==> src/rtl/frame_link.sv <==
// Byte-serial framing link: assembles NBYTES received bytes into one wide frame
// and serialises a latched wide frame back out byte by byte. The two paths are independent.
module frame_link #(
  parameter int BYTE_W    = 8,
  parameter int NBYTES    = 10,
  parameter int MSB_FIRST = 1,
  parameter int TIMEOUT   = 1000000
) (
  input  logic                     clk,
  input  logic                     rst,
  input  logic [BYTE_W-1:0]        rx_byte,
  input  logic                     rx_valid,
  output logic [NBYTES*BYTE_W-1:0] frame_data,
  output logic                     frame_valid,
  input  logic                     frame_ready,
  output logic                     rx_overrun,
  output logic                     timeout_err,
  input  logic [NBYTES*BYTE_W-1:0] tx_frame,
  input  logic                     tx_start,
  output logic                     tx_busy,
  output logic [BYTE_W-1:0]        tx_byte,
  output logic                     tx_valid,
  input  logic                     tx_ready
);

  localparam int CW = $clog2(NBYTES);
  localparam int TW = (TIMEOUT < 2) ? 1 : $clog2(TIMEOUT);
  localparam logic [CW-1:0] LAST_SLOT = CW'(NBYTES - 1);
  localparam logic [TW-1:0] IDLE_LAST = (TIMEOUT == 0) ? '0 : TW'(TIMEOUT - 1);

  // Element k of a frame occupies bits [k*BYTE_W +: BYTE_W].
  typedef logic [NBYTES-1:0][BYTE_W-1:0] frame_t;

  typedef enum logic [1:0] {R_IDLE, R_FILL, R_HOLD} rx_state_e;
  typedef enum logic       {T_IDLE, T_SEND}         tx_state_e;

  rx_state_e       rx_state_q, rx_state_d;
  logic [CW-1:0]   rx_slot_q, rx_slot_d;
  logic [TW-1:0]   rx_idle_q, rx_idle_d;
  frame_t          rx_frame_q, rx_frame_d;
  logic            rx_overrun_q, rx_overrun_d;
  logic            timeout_err_q, timeout_err_d;
  logic [CW-1:0]   rx_elem;

  tx_state_e       tx_state_q, tx_state_d;
  logic [CW-1:0]   tx_idx_q, tx_idx_d;
  frame_t          tx_frame_q, tx_frame_d;
  logic [CW-1:0]   tx_elem;

  always_ff @(posedge clk) begin
    if (rst) begin
      rx_state_q    <= R_IDLE;
      rx_slot_q     <= '0;
      rx_idle_q     <= '0;
      rx_frame_q    <= '0;
      rx_overrun_q  <= 1'b0;
      timeout_err_q <= 1'b0;
      tx_state_q    <= T_IDLE;
      tx_idx_q      <= '0;
      tx_frame_q    <= '0;
    end else begin
      rx_state_q    <= rx_state_d;
      rx_slot_q     <= rx_slot_d;
      rx_idle_q     <= rx_idle_d;
      rx_frame_q    <= rx_frame_d;
      rx_overrun_q  <= rx_overrun_d;
      timeout_err_q <= timeout_err_d;
      tx_state_q    <= tx_state_d;
      tx_idx_q      <= tx_idx_d;
      tx_frame_q    <= tx_frame_d;
    end
  end

  // Receive path; an arriving byte always wins over a timeout firing in the same cycle.
  always_comb begin
    rx_state_d    = rx_state_q;
    rx_slot_d     = rx_slot_q;
    rx_idle_d     = rx_idle_q;
    rx_frame_d    = rx_frame_q;
    rx_overrun_d  = 1'b0;
    timeout_err_d = 1'b0;
    rx_elem       = (MSB_FIRST != 0) ? (LAST_SLOT - rx_slot_q) : rx_slot_q;
    case (rx_state_q)
      R_IDLE, R_FILL: begin
        if (rx_valid) begin
          rx_frame_d[rx_elem] = rx_byte;
          rx_idle_d           = '0;
          if (rx_slot_q == LAST_SLOT) begin
            rx_state_d = R_HOLD;
            rx_slot_d  = '0;
          end else begin
            rx_state_d = R_FILL;
            rx_slot_d  = rx_slot_q + 1'b1;
          end
        end else if ((rx_state_q == R_FILL) && (TIMEOUT != 0)) begin
          if (rx_idle_q == IDLE_LAST) begin
            rx_state_d    = R_IDLE;
            rx_slot_d     = '0;
            rx_idle_d     = '0;
            rx_frame_d    = '0;
            timeout_err_d = 1'b1;
          end else begin
            rx_idle_d = rx_idle_q + 1'b1;
          end
        end
      end
      R_HOLD: begin
        rx_overrun_d = rx_valid;
        if (frame_ready) begin
          rx_state_d = R_IDLE;
        end
      end
      default: rx_state_d = R_IDLE;
    endcase
  end

  always_comb begin
    tx_state_d = tx_state_q;
    tx_idx_d   = tx_idx_q;
    tx_frame_d = tx_frame_q;
    case (tx_state_q)
      T_IDLE: begin
        if (tx_start) begin
          tx_frame_d = tx_frame;
          tx_idx_d   = '0;
          tx_state_d = T_SEND;
        end
      end
      T_SEND: begin
        if (tx_ready) begin
          if (tx_idx_q == LAST_SLOT) begin
            tx_state_d = T_IDLE;
            tx_idx_d   = '0;
          end else begin
            tx_idx_d = tx_idx_q + 1'b1;
          end
        end
      end
      default: tx_state_d = T_IDLE;
    endcase
  end

  assign tx_elem     = (MSB_FIRST != 0) ? (LAST_SLOT - tx_idx_q) : tx_idx_q;
  assign tx_valid    = (tx_state_q == T_SEND);
  assign tx_busy     = (tx_state_q == T_SEND);
  assign tx_byte     = tx_valid ? tx_frame_q[tx_elem] : '0;

  assign frame_data  = rx_frame_q;
  assign frame_valid = (rx_state_q == R_HOLD);
  assign rx_overrun  = rx_overrun_q;
  assign timeout_err = timeout_err_q;

endmodule

==> config.mk <==
export PLATFORM = sky130hd
export DESIGN_NAME = frame_link
export DESIGN_NICKNAME = d
export VERILOG_FILES = /design/src/rtl/frame_link.sv
export SDC_FILE = /design/constraint.sdc
export NUM_CORES = 1
export LEC_CHECK = 0
export ABC_AREA = 1
export ABC_CLOCK_PERIOD_IN_PS = 2700
export CORE_ASPECT_RATIO = 0.7
export CORE_MARGIN = 2
export CORE_UTILIZATION = 25
export CTS_BUF_LIST = sky130_fd_sc_hd__clkbuf_4
export CTS_CLUSTER_SIZE = 14
export DETAILED_ROUTE_END_ITERATION = 6
export GPL_ROUTABILITY_DRIVEN = 0
export REMOVE_ABC_BUFFERS = 1
export SLEW_MARGIN = 0
export SYNTH_ARGS = -nofsm -noshare
export SYNTH_HDL_FRONTEND = slang
export SYNTH_SLANG_ARGS = --single-unit
==> constraint.sdc <==
create_clock -name clk -period 2.7 [get_ports clk]
set_clock_uncertainty 0.1 [all_clocks]
set_input_delay 0.405 -clock clk [delete_from_list [all_inputs] [get_ports clk]]
set_output_delay 0.405 -clock clk [all_outputs]
set_load 0.01 [all_outputs]
* Word level (Yosys, flattened, before mapping)
Cells that the tools add are included.
** Word-level totals
- Register bits after elaboration :: 193
- Bits of input ports :: 94
- Output and inout port bits :: 93
- Word-level logic and storage cells :: 92
** Cells by class
- Add/sub/neg operators :: 5
- Order comparisons :: 3
- Equality and inequality tests :: 10
- Mux-type cells :: 31
- Bitwise gates (word level) :: 4
- Reduce and logical (&&, ||, !) cells :: 12
** Operators with widths (count)
- 80-bit 2-to-1 mux :: 3
- 80-bit bitwise mux :: 1
- 20-bit 2-to-1 mux :: 3
- 8-bit binary-select mux with 4-bit select :: 1
- 8-bit demux with 4-bit select :: 1
- 4-bit 2-to-1 mux :: 7
- 8-bit 2-to-1 mux :: 3
- 20-bit by 1-bit adder with 20-bit output (second input constant) :: 1
- 20-bit == test (second input constant) :: 1
- 4-bit by 5-bit < comparator with 1-bit output (second input constant) :: 2
- 2-bit 2-to-1 mux :: 5
- 4-bit by 1-bit adder with 4-bit output (second input constant) :: 2
- 4-bit == test (second input constant) :: 2
- 4-bit one-hot mux with 2 select lines :: 1
- 4-bit subtractor (first input constant) :: 2
- 3-bit inequality test (second input constant) :: 2
- 2-bit AND reduction :: 3
- 3-bit AND reduction :: 2
- 4-bit by 1-bit >= comparator with 1-bit output (second input constant) :: 1
- 1-bit 2-to-1 mux :: 4
- 2-bit inequality test (second input constant) :: 2
- 1-bit NOT :: 4
- 2-bit one-hot mux with 2 select lines :: 1
- 2-bit nonzero test :: 2
- other kinds (8) :: 9

* Depth between registers and ports, before layout
- Depth after elaboration :: 7
- Mapped depth :: 11
- Mapped depth without buffers :: 11

* Worst setup path after synthesis
OpenSTA, ideal clock, no wires.
- Path kind :: register to output
- Start :: register tx_idx_q[1]
- End :: output port tx_byte[6]
- Arrival time :: 1.968 ns
- Required time :: 2.195 ns
- Slack :: 0.227 ns
- Cell stages (with the launch flop) :: 9
- Path buffers :: 3
- Cell sequence :: dfxtp_1 -> buf_2 -> clkbuf_1 -> inv_1 -> ha_1 -> clkbuf_1 -> nor3_2 -> o211ai_1 -> a21oi_1
** On the way
- Word-level cells in the longest chain between the ends :: 4
** Ends and longest elaborated chain
- start, declared :: line 46 : logic [CW-1:0] tx_idx_q, tx_idx_d;
- start signal, assigned :: line 69 : tx_idx_q <= tx_idx_d;
- 4-bit subtractor :: line 143 : assign tx_elem = (MSB_FIRST != 0) ? (LAST_SLOT - tx_idx_q) : tx_idx_q;
- 8-bit binary-select mux with 4-bit select :: line 146 : assign tx_byte = tx_valid ? tx_frame_q[tx_elem] : '0;
- 8-bit 2-to-1 mux (implied by the code) :: line 146
- 8-bit 2-to-1 mux :: line 146
- end, declared :: line 21 : output logic [BYTE_W-1:0] tx_byte,
No other way between the ends. The select of a mux whose other input is x is not followed.

* Final worst setup path
- Start :: register tx_idx_q[1]
- End :: output port tx_byte[1]
Same word-level chain as after synthesis.

==> flow_summary.ini <==
[status]
status = completed

[synth]
synthMuxAreaShare = 0
synth.distinct_cells = 39
avgSynthCellArea_um2 = 7.19
yosysWarningCount = 0
synth_top_family_by_area = simple AND/OR/NAND/NOR gates
synth-simple-area-share = 0.300
synth_edf_count = 0
synth_xor_area_frac = 0.0114
synth_compound_area_frac = 0.153
synth_cells = 1163
synth-seq-cells = 193
synthArstFlopShare = 0
ys_seq_area_frac = 0.462
netlist_area_mm2 = 0.00836
synth_adder_area_share = 0.0150
synth-main-ff-cell = dfxtp_1

[power]
cellPowerDensity_mw_per_mm2 = 492
finalPower_mw = 5.47
vdd_ir_drop_max_mv = 0.219
leakagePower_nw = 4.15

[floorplan]
die-area_mm2 = 0.0349
dieWidth_um = 223
io_pins = 187
core_mm2 = 0.0326
die_h_um = 157
start_util = 0.256
rows = 55

[timing]
fin_crit_sh = 0.958
tightest_slew_ps = 683
grt_setup_unrepaired = true
timing.hold.ws_ps = 230
slew_headroom = 0.545
hold_viol = 0
slew_violations = 0
max_freq_mhz = 386
worst_slack_ps = 112
setup_viol = 0
fin_crit_ps = 2590

[drt]
via_count = 8177
vias_per_cell = 4.60
firstDrtPassIters = 5
routedWlPerCell_um = 14.8
drt_iter0_markers = 680
route.detailed.drc = 0
wl_um = 26300
postRouteAntennaNets = 0

[clock_tree]
root_buffer = clkbuf_4
path_clk_slew_ps = 170
htreeDepth = 4
clk_latency_ps = 600
clock_sinks = 193
ctsHoldBuffers = 0
cts_tree = done
cts_made_buffers = 17
cts_buffer_depth = 2

[layout]
final_layout_size_suffix_gt1_frac = 0.0913
area_delta_synth_final_pct = 32.9
layout_commonest_cell = nor2_1
num-nets-final = 1438
finish.utilization = 0.341
layout.cells.non_filler = 1776
mostFrequentLayoutCells = 247 x nor2_1, 244 x nand2_1, 190 x dfxtp_1, 177 x clkdlybuf4s50_1, 113 x o21ai_0

[worst_setup_path]
timing.critical_path.fanout_max = 8
crit_slowest_cell = dfxtp_4
end_kind = primary output
cp_slowest_stage_delay_ps = 410
crit_chain = inv_4 > ha_4 > xnor2_4 > nor3_2 > buf_6 > nand2_1 > a21oi_2 > buf_2
critPathKind = register to primary output
required_ps = 2190
cp_data_arrival_time_ps = 2080
setup.worst_path.start_class = register

[placed_design]
io_buffers = 186
hpwl_um = 18800
post-place-ws_ps = 27.5
placed_cells = 1740

[global_routing]
grt_max_degree = 95
grt_util_all_layers = 0.149
grt_overflow = 0
grt_pass1_wl_um = 41500
antenna_found_initial = 2
grt_pass1_vias = 7720

[flow_run]
maxCapViolations = 0

[min_path]
hp-class = primary input to register
==> cells by family (layout without fill, tap and decap cells) <==
family | count (synthesis) | count (layout)
DFF | 193 | 193
other | 0 | 2
adders and majority gates | 10 | 10
AOI/OAI and AO/OA | 245 | 245
xor gates and xnor gates | 10 | 10
and+or+nand+nor | 586 | 586
buffers and inverters | 119 | 303
==> layout make-up <==
class / count / area [um2]
sequential: 193 / 3870
multi-input combinational: 851 / 4090
antenna: 2 / 5.00
tap: 427 / 534
inverter: 63 / 244
fill: 3519 / 21500
timing repair buffer: 208 / 2070
clock inverter: 15 / 171
clock buffer: 17 / 128
==> sequential cells by signal, indices dropped and copies added (netlist names) <==
register     cells
frame_data      80
tx_frame_q      80
rx_idle_q       20
rx_slot_q        4
tx_idx_q         4
rx_state_q       2
rx_overrun       1
timeout_err      1
tx_busy          1
==> path summary, 6_finish.rpt <==
check,startpoint,endpoint,slack (ps),depth (start not counted)
max,tx_idx_q[1]$_SDFFE_PP0P_,tx_byte[1],110,8
min,rst,rx_idle_q[14]$_SDFFE_PP0P_,230,3
max reg2reg,rx_idle_q[0]$_SDFFE_PP0P_,frame_data[77]$_SDFFE_PP0P_,620,8
min reg2reg,frame_data[39]$_SDFFE_PP0P_,frame_data[39]$_SDFFE_PP0P_,370,2
==> Yosys cell counts, types with 2 or more instances <==
| library cell | count | area, um2 |
|---|---|---|
| a21oi_1 | 108 | 541 |
| buf_1 | 4 | 15.0 |
| buf_2 | 3 | 15.0 |
| buf_4 | 2 | 15.0 |
| clkbuf_1 | 45 | 169 |
| clkinv_1 | 2 | 7.51 |
| dfxtp_1 | 193 | 3860 |
| ha_1 | 10 | 125 |
| inv_1 | 56 | 210 |
| inv_2 | 5 | 18.8 |
| nand2_1 | 245 | 920 |
| nand2_2 | 6 | 37.5 |
| nand2_4 | 2 | 22.5 |
| nand3_1 | 34 | 170 |
| nand3_2 | 2 | 20.0 |
| nand3_4 | 8 | 140 |
| nand3b_1 | 2 | 15.0 |
| nand4_1 | 5 | 31.3 |
| nor2_1 | 248 | 931 |
| nor2_2 | 9 | 56.3 |
| nor3_1 | 14 | 70.1 |
| nor3b_1 | 4 | 30.0 |
| o211ai_1 | 17 | 128 |
| o21ai_0 | 115 | 576 |
| or2_2 | 3 | 18.8 |
| xnor2_1 | 5 | 43.8 |
| xor2_1 | 4 | 35.0 |
==> timing repair <==
item	4_1_cts	5_1_grt
resized for setup	48	17
cloned	0	1
endpoints found under the setup margin	8	8
buffers inserted	0	1
pin swaps	3	15
==> routing by layer <==
layer,vias up,part of all wire,global-route usage,wire (um)
met5,-,0,0,0
met4,0,0.011,0.0352,284
met3,13,0.054,0.0342,1440
met2,198,0.43,0.229,11500
met1,3852,0.50,0.211,13200
li1,4114,-,-,-
==> worst max-delay path, delay by kind of cell, from the launching register on <==
kind | cells | cell delay [ps]
AO/OA/AOI/OAI | 1 | 180
XOR/XNOR | 1 | 130
adder cells (fa/ha/maj) | 1 | 170
buffers and inverters | 3 | 360
flip-flops | 1 | 410
AND/OR/NAND/NOR | 2 | 240
==> per-stage QoR <==
stage	TNS (ps)	instance area (um2)
final	0	11100
after global placement	0	10700
after floorplan	-138520	8110
after CTS	-59.4	11000
after global routing	-386	11100
after detailed placement	0	10700
==> where the power goes <==
part	internal, mW	switching [mW]	total [mW]
logic	0.319	0.425	0.744
clock network	0.577	1.10	1.68
registers	2.97	0.0801	3.05
total	3.86	1.61	5.47
(Power assumes the default switching activity.)
